**config.mk**
```make
export PLATFORM = sky130hd
export DESIGN_NAME = alu_seq_flat
export DESIGN_NICKNAME = d
export VERILOG_FILES = /design/src/rtl/alu_seq_if.sv /design/src/rtl/alu_seq.sv /design/src/flat_wrapper.sv
export SDC_FILE = /design/constraint.sdc
export NUM_CORES = 1
export LEC_CHECK = 0
export CORE_MARGIN = 3
export CORE_UTILIZATION = 32
export CTS_CLUSTER_SIZE = 8
export DETAILED_ROUTE_END_ITERATION = 12
export GPL_ROUTABILITY_DRIVEN = 0
export PLACE_DENSITY = 0.49
export SLEW_MARGIN = 5
export SYNTH_ARGS = -nofsm -noshare
export SYNTH_HDL_FRONTEND = slang
export SYNTH_SLANG_ARGS = --single-unit
```
**constraint.sdc**
```tcl
create_clock -name clk -period 5.3 [get_ports clk]
set_input_delay 1.06 -clock clk [delete_from_list [all_inputs] [get_ports clk]]
set_output_delay 1.06 -clock clk [all_outputs]
set_load 0.02 [all_outputs]
```
**src/rtl/alu_seq_if.sv**
```systemverilog
// alu_seq_if: request/response handshake bundle between the pipeline and alu_seq
interface alu_seq_if #(parameter int WIDTH = 32);
  logic in_valid;
  logic in_ready;
  logic [4:0] opcode;
  logic [WIDTH-1:0] a;
  logic [WIDTH-1:0] b;
  logic out_valid;
  logic out_ready;
  logic [WIDTH-1:0] result;
  logic [1:0] flags;
  logic div_by_zero;
  logic op_err;
  modport master (
    output in_valid, opcode, a, b, out_ready,
    input in_ready, out_valid, result, flags, div_by_zero, op_err
  );
  modport slave (
    input in_valid, opcode, a, b, out_ready,
    output in_ready, out_valid, result, flags, div_by_zero, op_err
  );
endinterface

```
**src/rtl/alu_seq.sv**
```systemverilog
// alu_seq: handshaked ALU with single-cycle ops and iterative shift-add MUL / restoring DIV
module alu_seq #(
  parameter int WIDTH = 32,
  parameter bit MULDIV_EN = 1'b1
) (
  input logic clk,
  input logic rst,
  alu_seq_if.slave io
);
  localparam int CW = $clog2(WIDTH + 1);
  typedef enum logic [1:0] {IDLE, MUL, DIV, DONE} state_t;
  typedef enum logic [3:0] {OP_ADD, OP_SUB, OP_AND, OP_OR, OP_XOR, OP_NOT, OP_MUL, OP_DIV, OP_ILL} op_t;
  state_t state_q, state_d;
  op_t alu_op;
  logic [CW-1:0] cnt_q, cnt_d;
  logic [WIDTH-1:0] opa_q, opa_d, opb_q, opb_d, acc_q, acc_d, result_q, result_d;
  logic [1:0] flags_q, flags_d;
  logic dbz_q, dbz_d, err_q, err_d;
  logic [WIDTH-1:0] quick, mul_acc, div_acc, div_opa, fin;
  logic [WIDTH:0] rem_sh;
  logic ge, done_now, b_zero;
  always_comb begin
    alu_op = OP_ILL;
    case (io.opcode)
      5'b00010, 5'b00011, 5'b11101, 5'b11100: alu_op = OP_ADD;
      5'b00100, 5'b00101, 5'b10010: alu_op = OP_SUB;
      5'b01010, 5'b01011, 5'b00111, 5'b11110: alu_op = OP_AND;
      5'b01100, 5'b01101: alu_op = OP_OR;
      5'b10000, 5'b10001: alu_op = OP_XOR;
      5'b01110: alu_op = OP_NOT;
      5'b00110: alu_op = MULDIV_EN ? OP_MUL : OP_ILL;
      5'b01000: alu_op = MULDIV_EN ? OP_DIV : OP_ILL;
      default: alu_op = OP_ILL;
    endcase
  end
  always_comb begin
    b_zero = io.b == '0;
    quick = alu_op == OP_ADD ? io.a + io.b :
            alu_op == OP_SUB ? io.a - io.b :
            alu_op == OP_AND ? io.a & io.b :
            alu_op == OP_OR  ? io.a | io.b :
            alu_op == OP_XOR ? io.a ^ io.b :
            alu_op == OP_NOT ? ~io.a :
            alu_op == OP_DIV ? '1 : '0;
    mul_acc = acc_q + (opa_q[0] ? opb_q : '0);
    rem_sh = {acc_q, opa_q[WIDTH-1]};
    ge = rem_sh >= {1'b0, opb_q};
    div_acc = ge ? rem_sh[WIDTH-1:0] - opb_q : rem_sh[WIDTH-1:0];
    div_opa = {opa_q[WIDTH-2:0], ge};
  end
  always_comb begin
    state_d = state_q;
    cnt_d = cnt_q;
    opa_d = opa_q;
    opb_d = opb_q;
    acc_d = acc_q;
    result_d = result_q;
    flags_d = flags_q;
    dbz_d = dbz_q;
    err_d = err_q;
    done_now = 1'b0;
    fin = '0;
    case (state_q)
      IDLE: if (io.in_valid) begin
        opa_d = io.a;
        opb_d = io.b;
        acc_d = '0;
        cnt_d = CW'(WIDTH);
        dbz_d = alu_op == OP_DIV && b_zero;
        err_d = alu_op == OP_ILL;
        if (alu_op == OP_MUL && !b_zero) state_d = MUL;
        else if (alu_op == OP_DIV && !b_zero) state_d = DIV;
        else begin
          state_d = DONE;
          done_now = 1'b1;
          fin = quick;
        end
      end
      MUL: begin
        opa_d = opa_q >> 1;
        opb_d = opb_q << 1;
        acc_d = mul_acc;
        cnt_d = cnt_q - CW'(1);
        done_now = cnt_q == CW'(1);
        fin = mul_acc;
        state_d = done_now ? DONE : MUL;
      end
      DIV: begin
        opa_d = div_opa;
        acc_d = div_acc;
        cnt_d = cnt_q - CW'(1);
        done_now = cnt_q == CW'(1);
        fin = div_opa;
        state_d = done_now ? DONE : DIV;
      end
      default: state_d = io.out_ready ? IDLE : DONE;
    endcase
    if (done_now) begin
      result_d = fin;
      flags_d = {fin[WIDTH-1], fin == '0};
    end
  end
  always_ff @(posedge clk) begin
    if (rst) begin
      state_q <= IDLE;
      cnt_q <= '0;
      opa_q <= '0;
      opb_q <= '0;
      acc_q <= '0;
      result_q <= '0;
      flags_q <= '0;
      dbz_q <= 1'b0;
      err_q <= 1'b0;
    end else begin
      state_q <= state_d;
      cnt_q <= cnt_d;
      opa_q <= opa_d;
      opb_q <= opb_d;
      acc_q <= acc_d;
      result_q <= result_d;
      flags_q <= flags_d;
      dbz_q <= dbz_d;
      err_q <= err_d;
    end
  end
  assign io.in_ready = state_q == IDLE;
  assign io.out_valid = state_q == DONE;
  assign io.result = result_q;
  assign io.flags = flags_q;
  assign io.div_by_zero = dbz_q;
  assign io.op_err = err_q;
endmodule
```
**src/flat_wrapper.sv**
```systemverilog
// flat-port wrapper written by rule: the top's interface ports become plain ports
module alu_seq_flat 
#(
  parameter int WIDTH = 32,
  parameter bit MULDIV_EN = 1'b1
)
  (clk, rst, io_in_valid, io_opcode, io_a, io_b, io_out_ready, io_in_ready, io_out_valid, io_result, io_flags, io_div_by_zero, io_op_err);
  alu_seq_if #(.WIDTH(WIDTH)) io_i ();
  input logic clk;
  input logic rst;
  input wire logic [$bits(io_i.in_valid)-1:0] io_in_valid;
  input wire logic [$bits(io_i.opcode)-1:0] io_opcode;
  input wire logic [$bits(io_i.a)-1:0] io_a;
  input wire logic [$bits(io_i.b)-1:0] io_b;
  input wire logic [$bits(io_i.out_ready)-1:0] io_out_ready;
  output wire logic [$bits(io_i.in_ready)-1:0] io_in_ready;
  output wire logic [$bits(io_i.out_valid)-1:0] io_out_valid;
  output wire logic [$bits(io_i.result)-1:0] io_result;
  output wire logic [$bits(io_i.flags)-1:0] io_flags;
  output wire logic [$bits(io_i.div_by_zero)-1:0] io_div_by_zero;
  output wire logic [$bits(io_i.op_err)-1:0] io_op_err;
  assign io_i.in_valid = io_in_valid;
  assign io_i.opcode = io_opcode;
  assign io_i.a = io_a;
  assign io_i.b = io_b;
  assign io_i.out_ready = io_out_ready;
  assign io_in_ready = io_i.in_ready;
  assign io_out_valid = io_i.out_valid;
  assign io_result = io_i.result;
  assign io_flags = io_i.flags;
  assign io_div_by_zero = io_i.div_by_zero;
  assign io_op_err = io_i.op_err;
  alu_seq #(.WIDTH(WIDTH), .MULDIV_EN(MULDIV_EN)) u_core (.clk(clk), .rst(rst), .io(io_i));
endmodule
```
==> impl_metrics.yaml <==
status:
  status: "complete, no violations"
cts:
  cts_tree: "built"
  clock_path_buffers: 2
  h-tree-depth: 4
  worstSkewPairLatency_ns: 0.45
  clock-sinks: 139
  clock-root-buffer: "clkbuf_16"
  clk_pin_slew_ns: 0.07
  cts_buffers: 17
  postCtsHoldBufs: 0
final_layout:
  register_area_mm2: 0.00278
  num-fill-cells: 5294
  drive_gt1_share_pct: 10.2
  finalNetCount: 2681
  multi_input_area_mm2: 0.0123
  diodes: 0
  finalCoreUtilization_pct: 39.5
  area_growth_pct: 21.1
  postLayoutCellArea_mm2: 0.0195
  finalNonFillerCells: 3116
logic_synthesis:
  avgSynthCellArea_um2: 7.07
  synth.distinct_cells: 89
  yosysWarnings: 0
  yosys_most_used_dff: "dfxtp_1"
  synth_seq_cells: 139
  syn_area_mm2: 0.0161
  synthesis.nets: 2514
  synth_seq_area_share_pct: 17.3
  synthCells: 2272
  synth-async-reset-ratio_pct: 0
  synth_edf_count: 0
setup_path:
  path_cells: "clkdlybuf4s50_1 > inv_1 > ha_1 > buf_4 > or3_1 > nor3_1 > a21boi_0 > buf_4 > nor2_1 > a21oi_1 > o311ai_0 > nor4_1 > nand4_1 > nor4_2 > buf_4 > nand4_1 > o31ai_1"
  critPathKind: "in -> reg"
  endpoint_kind: "flip-flop"
  required_ns: 5.66
  cpMaxStageDelayCell: "nor3_1"
  r2r-start: "u_core.opa_q[0]"
  crit_path_frequent_cell: "buf_4"
  worstRegToRegCells: 15
  start_kind: "input pin"
  cp.arrival_ns: 5.43
  worst-path-max-fanout: 10
  reg2reg_slack_ns: 0.58
  r2r-end: "u_core.io.flags[0]"
  cpPeakStageDelay_ns: 0.51
floorplanning:
  die_width_um: 230
  die_y_um: 230
  start_util_pct: 32.6
  core_mm2: 0.0493
  ios: 111
  rows: 81
  die-area_mm2: 0.0529
route:
  routedWlPerCell_um: 21.7
  drt_wl_total_um: 67600
  drcViolationCount: 0
  vias: 17900
  via_per_inst: 5.74
  first_iter_violations: 1831
  first_pass_iters: 7
  ant_nets: 0
grt:
  grt-ovfl-total: 0
  grt_busiest_layer: "met2"
  met1_usage_pct: 35.0
  antenna_found_initial: 3
  grt_max_degree: 83
  use_met2_pct: 38.9
  track_usage_pct: 24.9
  grt_pass1_vias: 17000
  grt_pass1_wl_um: 103000
  use_met3_pct: 3.73
pwr:
  power_density_mw_per_mm2: 378
  p_total_uw: 7370
  irDropWorstVdd_uv: 244
  power_leakage_uw: 0.00835
placement:
  portBuffers: 110
  dp_cells: 3084
  place_area_mm2: 0.0189
  hpwl_um: 53900
timing:
  finalSetupViolations: 0
  worstMarginPinSlew_ns: 0.948
  rsz0062_at_grt: "no"
  setup-tns-final_ns: 0
  period_needed_ns: 5.07
  fmax_mhz: 197
  finalCritPeriodShare_pct: 95.6
  fin_skew_ns: 0.0115
  hold_viol: 0
  slew_headroom_pct: 36.8
  maxSlewViolCount: 0
hold_path:
  worst_hold_path_type: "reg -> reg"
  min_path_cells: 2
  hold_end: "u_core.opa_q[23]"
  hp-start: "u_core.opa_q[23]"
job:
  drv_cap: 0
## worst max path at each step
stage	startpoint	end	slack [ns]
2_1_floorplan	io_b[4]	u_core.io.flags[0]	1.11
3_3_place_gp	io_b[19]	u_core.io.flags[0]	-0.23
3_5_place_dp	io_b[19]	u_core.io.flags[0]	-0.20
4_1_cts	io_b[19]	u_core.io.flags[0]	0.27
5_1_grt	io_a[0]	u_core.io.flags[0]	0.02
6_report	io_b[19]	u_core.io.flags[0]	0.23
## sequential cells by signal (all words and copies together), names as in the netlist
signal / cells
u_core.io.result: 31
u_core.io.flags: 2
u_core.cnt_q: 6
u_core.opb_q: 32
u_core.acc_q: 32
u_core.io.div_by_zero: 1
u_core.io.op_err: 1
u_core.opa_q: 32
u_core.state_q: 2
## through the flow
step	hold WS, ns	worst slack (ns)
2_1_floorplan	0.445	1.11
3_3_place_gp	0.458	-0.233
3_5_place_dp	0.459	-0.203
4_1_cts	0.468	0.267
5_1_grt	0.492	0.0230
6_report	0.466	0.234
## worst max-delay path: cells and delay by family
family / cells / cell delay, ns
and+or+nand+nor: 7 / 1.84
AOI/OAI and AO/OA: 4 / 1.05
adders and majority gates: 1 / 0.37
buffers and inverters: 5 / 1.10
## layout make-up
class                   count  area share [%]
multi-input cells        1848            63.0
flip-flops and latches    139            14.3
repair buffers            287            12.7
well taps                 664            4.27
inverters                 146            2.82
clock buffers              17            2.19
clock inverters            15           0.662
## timing repair
item,4_1_cts,5_1_grt
endpoints found under the setup margin,0,1
setup buffers,0,0
resized for setup,0,1
## cells in the final DEF, fill, tap and decap left out, drive strengths merged, types with 25 or more instances in the layout
master	netlist	layout
nand2b	34	34
nand2	223	223
and2	46	46
xnor2	62	62
o21ai	125	125
nand3	35	35
a22oi	42	42
inv	145	154
clkdlybuf4s50	0	109
nor2b	25	25
ha	165	165
a21oi	216	216
dfxtp	139	139
nor3	54	54
a21o	49	49
o211ai	34	34
buf	30	178
mux2i	44	44
nor2	243	243
a211oi	93	93
## kinds of logic after synthesis
| kind of cell | synth area share (%) |
|---|---|
| XOR/XNOR | 4.63 |
| buffers and inverters | 6.82 |
| flip-flops | 17.3 |
| adder cells (fa/ha/maj) | 13.3 |
| multiplexers | 3.09 |
| AND/OR/NAND/NOR | 23.1 |
| AO/OA/AOI/OAI | 31.6 |
## Yosys cell counts (all sizes together) (42+ instances only)
cell type  number  area share (%)
inv           145             3.4
nand2         223             5.2
a21o           49             2.3
ha            165              13
mux2i          44             2.7
o21ai         125             3.9
and2           46             1.8
a22oi          42             2.0
nor2          243             5.7
nor3           54             1.7
xnor2          62             3.4
dfxtp         139              17
a21oi         216             6.8
clkbuf        109             2.5
a211oi         93             4.3
## routing by layer
| metal | vias up | share of wire (%) |
|---|---|---|
| li1 | 8607 | - |
| met1 | 8430 | 46 |
| met2 | 732 | 44 |
| met3 | 103 | 7.3 |
| met4 | 4 | 3.1 |
| met5 | - | 0.035 |
## report_power, final
| part | switching (uW) | total (uW) | internal [uW] | leakage (uW) |
|---|---|---|---|---|
| Sequential | 343 | 1730 | 1390 | 0.00114 |
| Clock | 560 | 1180 | 615 | 0.000266 |
| Combinational | 2750 | 4460 | 1710 | 0.00694 |
| Total | 3650 | 7370 | 3720 | 0.00835 |
No activity file was read; power rests on OpenSTA's default activity.
